File: src/rtl/sram_song_loader_if.sv
// Byte-stream handshake and SRAM pin bundle for sram_song_loader.
// master: the loader; slave: the byte source / SRAM side.
`timescale 1ns/1ps
interface sram_song_loader_if;
    logic        START;
    logic [7:0]  RX_DATA;
    logic        RX_VALID;
    logic        RX_READY;
    logic        BUSY;
    logic        DONE;
    logic        ERR;
    logic [17:0] WORD_COUNT;
    logic [17:0] SRAM_A;
    logic [15:0] SRAM_DQ_O;
    logic        SRAM_DQ_OE;
    logic [15:0] SRAM_DQ_I;
    logic        SRAM_WE;
    logic        SRAM_CE;
    logic        SRAM_OE;
    logic        SRAM_LB;
    logic        SRAM_UB;

    modport master (
        input  START, RX_DATA, RX_VALID, SRAM_DQ_I,
        output RX_READY, BUSY, DONE, ERR, WORD_COUNT,
               SRAM_A, SRAM_DQ_O, SRAM_DQ_OE, SRAM_WE, SRAM_CE, SRAM_OE, SRAM_LB, SRAM_UB
    );

    modport slave (
        output START, RX_DATA, RX_VALID, SRAM_DQ_I,
        input  RX_READY, BUSY, DONE, ERR, WORD_COUNT,
               SRAM_A, SRAM_DQ_O, SRAM_DQ_OE, SRAM_WE, SRAM_CE, SRAM_OE, SRAM_LB, SRAM_UB
    );
endinterface

File: src/rtl/sram_song_loader.sv
// Packs a byte stream into 16-bit words (high byte first) and writes them to SRAM from address 0.
// Optional read-back verify of each word: define LOADER_VERIFY_EN.
`timescale 1ns/1ps
module sram_song_loader #(
    parameter int unsigned WE_CYCLES   = 3,
    parameter int unsigned READ_CYCLES = 2
) (
    input logic              CLK,
    input logic              RST,
    sram_song_loader_if.master bus
);

    localparam int unsigned CNT_MAX = (WE_CYCLES > READ_CYCLES) ? WE_CYCLES : READ_CYCLES;
    localparam int unsigned CNT_W   = (CNT_MAX > 1) ? $clog2(CNT_MAX) : 1;

    typedef enum logic [2:0] {
        IDLE, HI, LO, SETUP, PULSE, HOLD, VRD, FIN
    } state_t;

    state_t             state_q, state_d;
    logic [CNT_W-1:0]   cnt_q, cnt_d;
    logic [15:0]        word_q, word_d;
    logic [17:0]        addr_q, addr_d;
    logic [17:0]        wcount_q, wcount_d;
    logic               done_q, done_d;
    logic               err_q, err_d;
    logic               rx_ready_q, rx_ready_d;
    logic               busy_q, busy_d;
    logic               dq_oe_q, dq_oe_d;
    logic               we_n_q, we_n_d;
    logic               oe_n_q, oe_n_d;
    logic               decide;

    always_comb begin
        state_d  = state_q;
        cnt_d    = cnt_q;
        word_d   = word_q;
        addr_d   = addr_q;
        wcount_d = wcount_q;
        done_d   = done_q;
        err_d    = err_q;
        decide   = 1'b0;

        case (state_q)
            IDLE, FIN: begin
                if (bus.START) begin
                    done_d   = 1'b0;
                    err_d    = 1'b0;
                    wcount_d = '0;
                    addr_d   = '0;
                    state_d  = HI;
                end
            end
            HI: begin
                if (bus.RX_VALID && rx_ready_q) begin
                    word_d[15:8] = bus.RX_DATA;
                    state_d      = LO;
                end
            end
            LO: begin
                if (bus.RX_VALID && rx_ready_q) begin
                    word_d[7:0] = bus.RX_DATA;
                    state_d     = SETUP;
                end
            end
            SETUP: begin
                cnt_d   = CNT_W'(WE_CYCLES - 1);
                state_d = PULSE;
            end
            PULSE: begin
                if (cnt_q == '0) state_d = HOLD;
                else             cnt_d   = cnt_q - CNT_W'(1);
            end
            HOLD: begin
                wcount_d = wcount_q + 18'd1;
`ifdef LOADER_VERIFY_EN
                cnt_d    = CNT_W'(READ_CYCLES - 1);
                state_d  = VRD;
`else
                decide   = 1'b1;
`endif
            end
            VRD: begin
`ifdef LOADER_VERIFY_EN
                if (cnt_q == '0) begin
                    if (bus.SRAM_DQ_I != word_q) begin
                        err_d   = 1'b1;
                        done_d  = 1'b1;
                        state_d = FIN;
                    end else begin
                        decide  = 1'b1;
                    end
                end else begin
                    cnt_d = cnt_q - CNT_W'(1);
                end
`else
                state_d = IDLE;
`endif
            end
            default: state_d = IDLE;
        endcase

        // Post-write decision: END word stops cleanly, top address stops with error.
        if (decide) begin
            if (word_q[15:12] == 4'b0000) begin
                done_d  = 1'b1;
                state_d = FIN;
            end else if (addr_q == '1) begin
                err_d   = 1'b1;
                done_d  = 1'b1;
                state_d = FIN;
            end else begin
                addr_d  = addr_q + 18'd1;
                state_d = HI;
            end
        end

        rx_ready_d = (state_d == HI) || (state_d == LO);
        busy_d     = (state_d != IDLE) && (state_d != FIN);
        dq_oe_d    = (state_d == SETUP) || (state_d == PULSE) || (state_d == HOLD);
        we_n_d     = (state_d != PULSE);
        oe_n_d     = (state_d != VRD);
    end

    always_ff @(posedge CLK or posedge RST) begin
        if (RST) begin
            state_q    <= IDLE;
            cnt_q      <= '0;
            word_q     <= '0;
            addr_q     <= '0;
            wcount_q   <= '0;
            done_q     <= 1'b0;
            err_q      <= 1'b0;
            rx_ready_q <= 1'b0;
            busy_q     <= 1'b0;
            dq_oe_q    <= 1'b0;
            we_n_q     <= 1'b1;
            oe_n_q     <= 1'b1;
        end else begin
            state_q    <= state_d;
            cnt_q      <= cnt_d;
            word_q     <= word_d;
            addr_q     <= addr_d;
            wcount_q   <= wcount_d;
            done_q     <= done_d;
            err_q      <= err_d;
            rx_ready_q <= rx_ready_d;
            busy_q     <= busy_d;
            dq_oe_q    <= dq_oe_d;
            we_n_q     <= we_n_d;
            oe_n_q     <= oe_n_d;
        end
    end

`ifndef LOADER_VERIFY_EN
    logic unused_cfg;
    assign unused_cfg = ^{bus.SRAM_DQ_I, 32'(READ_CYCLES)};
`endif

    assign bus.RX_READY   = rx_ready_q;
    assign bus.BUSY       = busy_q;
    assign bus.DONE       = done_q;
    assign bus.ERR        = err_q;
    assign bus.WORD_COUNT = wcount_q;
    assign bus.SRAM_A     = addr_q;
    assign bus.SRAM_DQ_O  = word_q;
    assign bus.SRAM_DQ_OE = dq_oe_q;
    assign bus.SRAM_WE    = we_n_q;
    assign bus.SRAM_OE    = oe_n_q;
    assign bus.SRAM_CE    = 1'b0;
    assign bus.SRAM_LB    = 1'b0;
    assign bus.SRAM_UB    = 1'b0;

endmodule

File: src/flat_wrapper.sv
// flat-port wrapper written by rule: the top's interface ports become plain ports
module sram_song_loader_flat 
#(
    parameter int unsigned WE_CYCLES   = 3,
    parameter int unsigned READ_CYCLES = 2
)
  (CLK, RST, bus_START, bus_RX_DATA, bus_RX_VALID, bus_SRAM_DQ_I, bus_RX_READY, bus_BUSY, bus_DONE, bus_ERR, bus_WORD_COUNT, bus_SRAM_A, bus_SRAM_DQ_O, bus_SRAM_DQ_OE, bus_SRAM_WE, bus_SRAM_CE, bus_SRAM_OE, bus_SRAM_LB, bus_SRAM_UB);
  sram_song_loader_if bus_i ();
  input logic CLK;
  input logic RST;
  input wire logic [$bits(bus_i.START)-1:0] bus_START;
  input wire logic [$bits(bus_i.RX_DATA)-1:0] bus_RX_DATA;
  input wire logic [$bits(bus_i.RX_VALID)-1:0] bus_RX_VALID;
  input wire logic [$bits(bus_i.SRAM_DQ_I)-1:0] bus_SRAM_DQ_I;
  output wire logic [$bits(bus_i.RX_READY)-1:0] bus_RX_READY;
  output wire logic [$bits(bus_i.BUSY)-1:0] bus_BUSY;
  output wire logic [$bits(bus_i.DONE)-1:0] bus_DONE;
  output wire logic [$bits(bus_i.ERR)-1:0] bus_ERR;
  output wire logic [$bits(bus_i.WORD_COUNT)-1:0] bus_WORD_COUNT;
  output wire logic [$bits(bus_i.SRAM_A)-1:0] bus_SRAM_A;
  output wire logic [$bits(bus_i.SRAM_DQ_O)-1:0] bus_SRAM_DQ_O;
  output wire logic [$bits(bus_i.SRAM_DQ_OE)-1:0] bus_SRAM_DQ_OE;
  output wire logic [$bits(bus_i.SRAM_WE)-1:0] bus_SRAM_WE;
  output wire logic [$bits(bus_i.SRAM_CE)-1:0] bus_SRAM_CE;
  output wire logic [$bits(bus_i.SRAM_OE)-1:0] bus_SRAM_OE;
  output wire logic [$bits(bus_i.SRAM_LB)-1:0] bus_SRAM_LB;
  output wire logic [$bits(bus_i.SRAM_UB)-1:0] bus_SRAM_UB;
  assign bus_i.START = bus_START;
  assign bus_i.RX_DATA = bus_RX_DATA;
  assign bus_i.RX_VALID = bus_RX_VALID;
  assign bus_i.SRAM_DQ_I = bus_SRAM_DQ_I;
  assign bus_RX_READY = bus_i.RX_READY;
  assign bus_BUSY = bus_i.BUSY;
  assign bus_DONE = bus_i.DONE;
  assign bus_ERR = bus_i.ERR;
  assign bus_WORD_COUNT = bus_i.WORD_COUNT;
  assign bus_SRAM_A = bus_i.SRAM_A;
  assign bus_SRAM_DQ_O = bus_i.SRAM_DQ_O;
  assign bus_SRAM_DQ_OE = bus_i.SRAM_DQ_OE;
  assign bus_SRAM_WE = bus_i.SRAM_WE;
  assign bus_SRAM_CE = bus_i.SRAM_CE;
  assign bus_SRAM_OE = bus_i.SRAM_OE;
  assign bus_SRAM_LB = bus_i.SRAM_LB;
  assign bus_SRAM_UB = bus_i.SRAM_UB;
  sram_song_loader #(.WE_CYCLES(WE_CYCLES), .READ_CYCLES(READ_CYCLES)) u_core (.CLK(CLK), .RST(RST), .bus(bus_i));
endmodule
File: config.mk
export PLATFORM = sky130hd
export DESIGN_NAME = sram_song_loader_flat
export DESIGN_NICKNAME = d
export VERILOG_FILES = /design/src/rtl/sram_song_loader_if.sv /design/src/rtl/sram_song_loader.sv /design/src/flat_wrapper.sv
export SDC_FILE = /design/constraint.sdc
export NUM_CORES = 1
export LEC_CHECK = 0
export CAP_MARGIN = 40
export CORE_MARGIN = 2
export CORE_UTILIZATION = 60
export DETAILED_ROUTE_END_ITERATION = 8
export DONT_BUFFER_PORTS = 1
export GPL_TIMING_DRIVEN = 0
export PLACE_DENSITY = 0.76
export REMOVE_ABC_BUFFERS = 1
export SETUP_SLACK_MARGIN = 0.3
export SKIP_CTS_REPAIR_TIMING = 1
export SLEW_MARGIN = 15
export SYNTH_ARGS = -nofsm -noshare
export SYNTH_HDL_FRONTEND = slang
export SYNTH_SLANG_ARGS = --single-unit
export TNS_END_PERCENT = 10
File: constraint.sdc
create_clock -name CLK -period 3.4 [get_ports CLK]
set_clock_uncertainty 0.2 [all_clocks]
set_input_delay 0.17 -clock CLK [delete_from_list [all_inputs] [get_ports CLK]]
set_output_delay 0.17 -clock CLK [all_outputs]
set_load 0.005 [all_outputs]
==> summary.txt, run 1 <==
Logic synthesis
  • Synth area leaders: dfrtp_1 49%, mux2_2 5.7%, o21ai_0 4.4%, nand2_1 4.0%, nand3_1 4.0%
  • Synth top area share: 0.491
  • Ys flop type: dfrtp_1
  • Syn Std Cell Area: 3160 um2
  • Area leader, netlist: dfrtp_1
  • Syn Inst Count: 310
  • Synthesized flop and latch total: 64
  • FFs w/ async S/R, synth: 1.00
  • Yosys warns: 0
  • Cell variety after synth: 54
  • Seq/Total Area, Yosys: 0.508
  • Post-Synth Adder-Cell Area: 0.0119
  • Synth Area in Compound Gates: 0.129
  • Number of flops mapped to enable cells by yosys: 0
  • Main combinational cell family by area after synthesis: simple AND/OR/NAND/NOR gates
  • Simple-gate share of the synthesized area: 0.226
  • Avg Synthesized Cell Area: 10.2 um2
  • Post-Synth XOR/XNOR Area: 0.00555
  • Mux cell area share after synthesis: 0.0824

Floorplanning
  • Die Area: 5860 um2
  • Die width: 76.5 um
  • Site row count: 26
  • Num ports: 90
  • Core Footprint: 5110 um2
  • Die Height: 76.5 um
  • Initial Util: 0.618

Global route
  • GRT Util Overall: 0.228
  • Antenna violations before repair: 0
  • Global route total overflow: 0
  • Pin count of the biggest net entering global routing: 39
  • First-pass GRT wire length: 10.8 mm
  • Vias in the first global route: 2276

Timing
  • Worst-Margin Slew: 0.777 ns
  • Hold Vio Cnt, Final: 1
  • Unrepaired setup endpoints after global routing: false
  • Slew HR: 0.482
  • Endpoints failing setup: 0
  • Slew Limit Fails: 0
  • Worst hold margin: -0.0348 ns
  • Peak Freq: 0.385 GHz
  • Period minus WS final: 2.60 ns
  • Period utilization: 0.764

Place
  • Dpl hpwl: 4.38 mm
  • Port bufs: 0
  • Placer Congestion: 0.773

Worst hold path
  • Worst Hold Depth: 3
  • Hold Path Class: input port to register
  • Hold path startpoint: bus_RX_VALID

Flow run
  • Max Cap Viol: 0

Run status
  • Status: finished with violations
  • Failing checks: hold timing

Clock network
  • Clk_lat worst skew: 0.33 ns
  • Clk root buf: clkbuf_8
  • Longest Clk Path Bufs: 2
  • Worst-path clk slew: 0.07 ns
  • Num CTS Buffers: 9
  • Sink Count: 64
  • H-tree levels: 3
  • CTS tree: yes

Final layout
  • Layout overhead on the synthesized area: 10.6%
  • Final Util: 0.683
  • FILL cells: 418
  • Antenna Cells: 0
  • Nets: 350
  • Fraction of layout cells with a size suffix above 1: 0.161

Setup path
  • R2r startpoint: u_core.state_q[1]
  • Cell count of the worst reg-to-reg path: 5
  • Type of origin of the critical path: register
  • CP Max Fanout: 21
  • Req. time, crit path: 3.48 ns
  • Worst setup EP type: register
  • Setup Crit Path Kind: register to register
  • Critical Path Start: u_core.state_q[1]
  • Arr. time, crit path: 2.67 ns

Power
  • P_leak: 0.00154 uW
  • Total power: 2360 uW
  • Max VDD drop: 0.490 mV
  • Power Density: 675 nW/um2

Routing
  • Drt wl/cell: 16.4 um
  • DR vias/cell: 6.15
  • Number of routed nets with antenna violations: 0
  • Routed via count: 2418
  • Post-route DRC: 0
  • DR iter-0 viols: 162
  • DR pass1 iterations: 4
  • DRT Wirelength: 6.46 mm
[sequential cells by signal (all words and copies together) (netlist names)]
name,cells
u_core.state_q,3
u_core.bus.SRAM_DQ_O,16
u_core.bus.ERR,1
u_core.bus.SRAM_WE,1
u_core.bus.SRAM_A,18
u_core.bus.WORD_COUNT,18
u_core.bus.SRAM_DQ_OE,1
u_core.bus.RX_READY,1
u_core.bus.DONE,1
u_core.cnt_q,2
u_core.bus.BUSY,1
u_core.bus.SRAM_OE,1
[cells in the final DEF (no fill, tap or decap), drive strengths merged, types with 2 or more instances in the layout]
master	synthesis	final
o21ai	29	29
nand2b	4	4
a22oi	2	2
nand4	11	11
and4	5	5
a21oi	9	9
or3	2	2
dfstp	2	2
and2	5	5
nor3	4	4
dfrtp	62	62
o211ai	8	8
nand2	35	35
dlygate4sd3	0	11
clkbuf	7	11
nand3	26	26
a31oi	3	3
o31ai	7	7
mux2i	8	8
or4	2	2
buf	10	2
inv	4	4
and3	9	9
mux2	16	16
nor4	6	6
nor2	16	16
o311ai	2	2
clkinv	0	3
ha	3	3
conb	2	4
[metrics by stage]
| stage | cell area (um2) | worst slack [ns] | TNS [ns] | hold WS, ns | cells |
|---|---|---|---|---|---|
| global route | 3490 | 0.550 | 0 | 0.0397 | 393 |
| detailed placement | 3190 | 0.834 | 0 | -0.158 | 367 |
| floorplan | 3070 | 0.317 | 0 | 0.121 | 295 |
| CTS | 3380 | 0.828 | 0 | -0.514 | 382 |
| finish | 3490 | 0.801 | 0 | -0.0348 | 393 |
| global placement | 3160 | -0.836 | -19.10 | 0.121 | 365 |
[worst max-delay path: stages (launching register included)]
cell,delay (ns)
dfrtp_1,0.59
nand3b_2,0.58
nor2_4,0.27
nand4_1,0.29
or4_1,0.55
nand2_1,0.07
[synth_stat cells, types with 2 or more instances]
cell	instances
a31oi_1	3
a22oi_1	2
nor3_1	4
nor2_1	15
o311ai_0	2
o211ai_1	8
inv_1	4
dfrtp_1	62
nand2b_1	4
a21oi_1	8
mux2i_1	8
nor4_1	4
buf_2	4
buf_6	2
o31ai_1	7
o21ai_0	28
ha_1	3
conb_1	2
or3_2	2
nand3_1	25
and4_1	4
mux2_2	16
clkbuf_1	7
dfstp_2	2
and3_1	7
nand4_1	10
nand2_1	34
buf_4	3
and2_1	4
and3_2	2
[final cells by class]
class	count	area, um2	share of cell area
clock inverter	4	45.0	0.0129
tap	70	87.6	0.0251
multi-input combinational	227	1450	0.416
inverter	4	17.5	0.00502
timing repair buffer	13	141	0.0405
clock buffer	11	141	0.0405
sequential	64	1600	0.459
[routing by layer]
metal | up-vias | global-route usage | wire, um
met5 | - | 0 | 0
met4 | 0 | 0.109 | 129
met3 | 13 | 0.0711 | 499
met2 | 99 | 0.352 | 3090
met1 | 1155 | 0.295 | 2730
li1 | 1151 | - | -
[report_power, final]
group,switching [uW],leakage (uW),internal (uW)
Sequential,239,0.000838,944
Combinational,297,0.000599,251
Clock,276,0.0000989,351
Total,811,0.00154,1550
[kinds of logic (layout without fill, tap and decap cells)]
| logic type | after synthesis | after routing |
|---|---|---|
| xor gates and xnor gates | 2 | 2 |
| and+or+nand+nor | 128 | 128 |
| buffers and inverters | 21 | 32 |
| muxes | 24 | 24 |
| DFF | 64 | 64 |
| adders and majority gates | 3 | 3 |
| AOI/OAI and AO/OA | 66 | 66 |
| other | 2 | 4 |
[worst paths after layout]
check                                            endpoint  slack, ns
worst max register to register      u_core.bus.SRAM_A[17]       0.80
max in group asynchronous              u_core.bus.SRAM_OE       2.33
worst min register to register  u_core.bus.WORD_COUNT[17]       0.31
min in group asynchronous            u_core.bus.SRAM_A[3]       0.11
worst min-delay path                    u_core.state_q[0]      -0.03
worst max-delay path                u_core.bus.SRAM_A[17]       0.80
Note: power is estimated with default switching activity, not from simulation.
==> run 2: changes to the inputs <==
- ABC_AREA: not set -> 1
- CORE_UTILIZATION: 60 -> 57
- PLACE_DENSITY: 0.76 -> 0.75
- clock period: 3.4 -> 2.2 ns (I/O delays scaled with it)
==> summary.txt, run 2 <==
Run status
  • Status: finished with violations
  • Failing checks: hold timing

Logic synthesis
  • Post-Synth XOR/XNOR Area: 0.0152
  • Number of flops mapped to enable cells by yosys: 0
  • Simple-gate share of the synthesized area: 0.310
  • FFs w/ async S/R, synth: 1.00
  • Synthesized flop and latch total: 64
  • Yosys warns: 0
  • Syn Inst Count: 455
  • Ys flop type: dfrtp_1
  • Main combinational cell family by area after synthesis: simple AND/OR/NAND/NOR gates
  • Cell variety after synth: 39
  • Synth top area share: 0.449
  • Most common cell in the netlist: nand2_1
  • Syn Std Cell Area: 3460 um2
  • Post-Synth Adder-Cell Area: 0.0109
  • Top post-synthesis cells by count: 131 x nand2_1, 67 x inv_1, 62 x dfrtp_1
  • Mux cell area share after synthesis: 0
  • Seq/Total Area, Yosys: 0.464
  • Avg Synthesized Cell Area: 7.60 um2
  • Synth Area in Compound Gates: 0.100
  • Area leader, netlist: dfrtp_1
  • Synth area leaders: dfrtp_1 45%, nand2_1 14%, inv_1 7.3%, o21ai_0 5.5%, nand3_1 4.9%

Global route
  • Global route total overflow: 0
  • Pin count of the biggest net entering global routing: 40
  • Antenna violations before repair: 0
  • GRT Util Overall: 0.240
  • First-pass GRT wire length: 12.4 mm
  • Vias in the first global route: 2734

Clock network
  • Longest Clk Path Bufs: 2
  • Clk_lat worst skew: 0.35 ns
  • Worst-path clk slew: 0.08 ns
  • Sink Count: 64
  • Num CTS Buffers: 9
  • Clk root buf: clkbuf_8
  • CTS tree: yes
  • H-tree levels: 3

Power
  • Power Density: 919 nW/um2
  • P_leak: 0.00195 uW
  • Max VDD drop: 0.662 mV

Setup path
  • Reg2Reg Setup Slack: 0.28 ns
  • Worst setup EP type: register
  • Worst r2r dst: u_core.bus.RX_READY
  • Critical Path Start: u_core.bus.SRAM_A[0]
  • Max stage delay cell, worst path: dfrtp_2
  • R2r startpoint: u_core.bus.SRAM_A[0]
  • Req. time, crit path: 2.24 ns
  • CP most frequent cell: nand2_4
  • Arr. time, crit path: 1.95 ns
  • Type of origin of the critical path: register
  • Cell-by-cell trace of the critical path: ha_4 > nand2_4 > nor2_4 > nand2_4 > nor2_8 > nand3_4 > nand2_8 > nand2_2 > nand3_1 > nand2_1
  • Cell count of the worst reg-to-reg path: 10
  • Setup Crit Path Kind: register to register
  • CP peak stage delay: 0.45 ns
  • CP Max Fanout: 6

Floorplanning
  • Die width: 81.9 um
  • Die Area: 6700 um2
  • Core Footprint: 5890 um2
  • Initial Util: 0.587
  • Num ports: 90
  • Die Height: 81.9 um
  • Site row count: 28

Place
  • Dpl hpwl: 5.35 mm
  • Placer Congestion: 0.852
  • Port bufs: 0
  • Inst Count DP: 522

Final layout
  • Commonest non-fill, non-tap cell in the layout: nand2_1
  • Fraction of layout cells with a size suffix above 1: 0.136
  • Nets: 510
  • Layout overhead on the synthesized area: 14.8%
  • Antenna Cells: 0
  • Most frequent cells in the layout: 127 x nand2_1, 65 x inv_1, 59 x dfrtp_1
  • Finished Layout Cells: 559
  • Final Util: 0.675

Routing
  • DR pass1 iterations: 5
  • Routed met1 length: 3.36 mm
  • DRT Wirelength: 7.93 mm
  • Drt wl/cell: 14.2 um
  • DR WL met2: 3.85 mm
  • DR vias/cell: 5.48
  • Met3 routed WL: 602 um
  • DR iter-0 viols: 211
  • Top Metal Used: met4
  • Number of routed nets with antenna violations: 0
  • Post-route DRC: 0
  • Routed via count: 3066

Timing
  • Setup TNS: 0 ns
  • Unrepaired setup endpoints after global routing: true
  • Period utilization: 0.871
  • Endpoints failing setup: 0
  • Worst hold margin: -0.139 ns
  • Hold Vio Cnt, Final: 32
  • Peak Freq: 0.522 GHz
  • Slew Limit Fails: 0
  • Period minus WS final: 1.92 ns

Worst hold path
  • Hold Path Class: input port to register
  • Worst Hold Depth: 4
  • WHS Endpoint: u_core.state_q[0]
  • Hold path startpoint: bus_START

Flow run
  • Max Cap Viol: 0
run 2: changes by cell type after synthesis, sizes merged, moves of 6 or more:
cell	delta
mux2	-16
o31ai	-7
nor4	-6
nand2	+102
nand3	+9
inv	+66
o21ai	+17
clkbuf	-6
o211ai	-8
and3	-9
nor2	+28
mux2i	-8
run 2: worst max path at each step:
| stage | to | slack [ns] | cells after the start |
|---|---|---|---|
| finish | u_core.bus.RX_READY | 0.28 | 10 |
| floorplan | u_core.bus.BUSY | 0.30 | 1 |
| global route | u_core.bus.SRAM_A[5] | 0.19 | 11 |
| detailed placement | u_core.bus.WORD_COUNT[10] | 0.19 | 6 |
| global placement | u_core.bus.SRAM_A[7] | -0.35 | 1 |
| CTS | u_core.bus.WORD_COUNT[10] | 0.15 | 6 |
run 2: worst max-delay path, delay by kind of cell (launching register included):
kind,cells,cell delay (ns)
AND/OR/NAND/NOR,9,0.98
flip-flops,1,0.45
adder cells (fa/ha/maj),1,0.17
run 2: cell families (layout without fill, tap and decap cells):
group,count (synthesis),count (layout)
and+or+nand+nor,236,237
buffers and inverters,81,107
DFF,64,64
AOI/OAI and AO/OA,63,63
xor gates and xnor gates,6,6
adders and majority gates,3,3
other,2,4
run 2: where the power goes:
group	switching, uW	internal, uW	total, uW
combinational	653	355	1010
clock	484	441	925
sequential	278	1440	1710
total	1420	2230	3650
run 2: final cells by class:
| class | count | area [um2] |
|---|---|---|
| Fill cell | 503 | 1920 |
| Multi-Input combinational cell | 313 | 1620 |
| Sequential cell | 64 | 1610 |
| Inverter | 70 | 277 |
| Timing Repair Buffer | 21 | 195 |
| Clock buffer | 10 | 138 |
| Tap cell | 75 | 93.8 |
| Clock inverter | 6 | 42.5 |
run 2: stage by stage:
stage	power, uW	instance area (um2)	setup WS [ns]
after floorplan	2320	3390	0.295
after global placement	2540	3480	-0.347
after detailed placement	2570	3510	0.188
after CTS	3500	3690	0.151
after global routing	3920	3970	0.189
final	3650	3970	0.285
run 2: per-layer routing:
| metal | up-vias | global-route usage |
|---|---|---|
| li1 | 1480 | - |
| met1 | 1457 | 0.311 |
| met2 | 117 | 0.375 |
| met3 | 12 | 0.0703 |
| met4 | 0 | 0.102 |
| met5 | - | 0 |
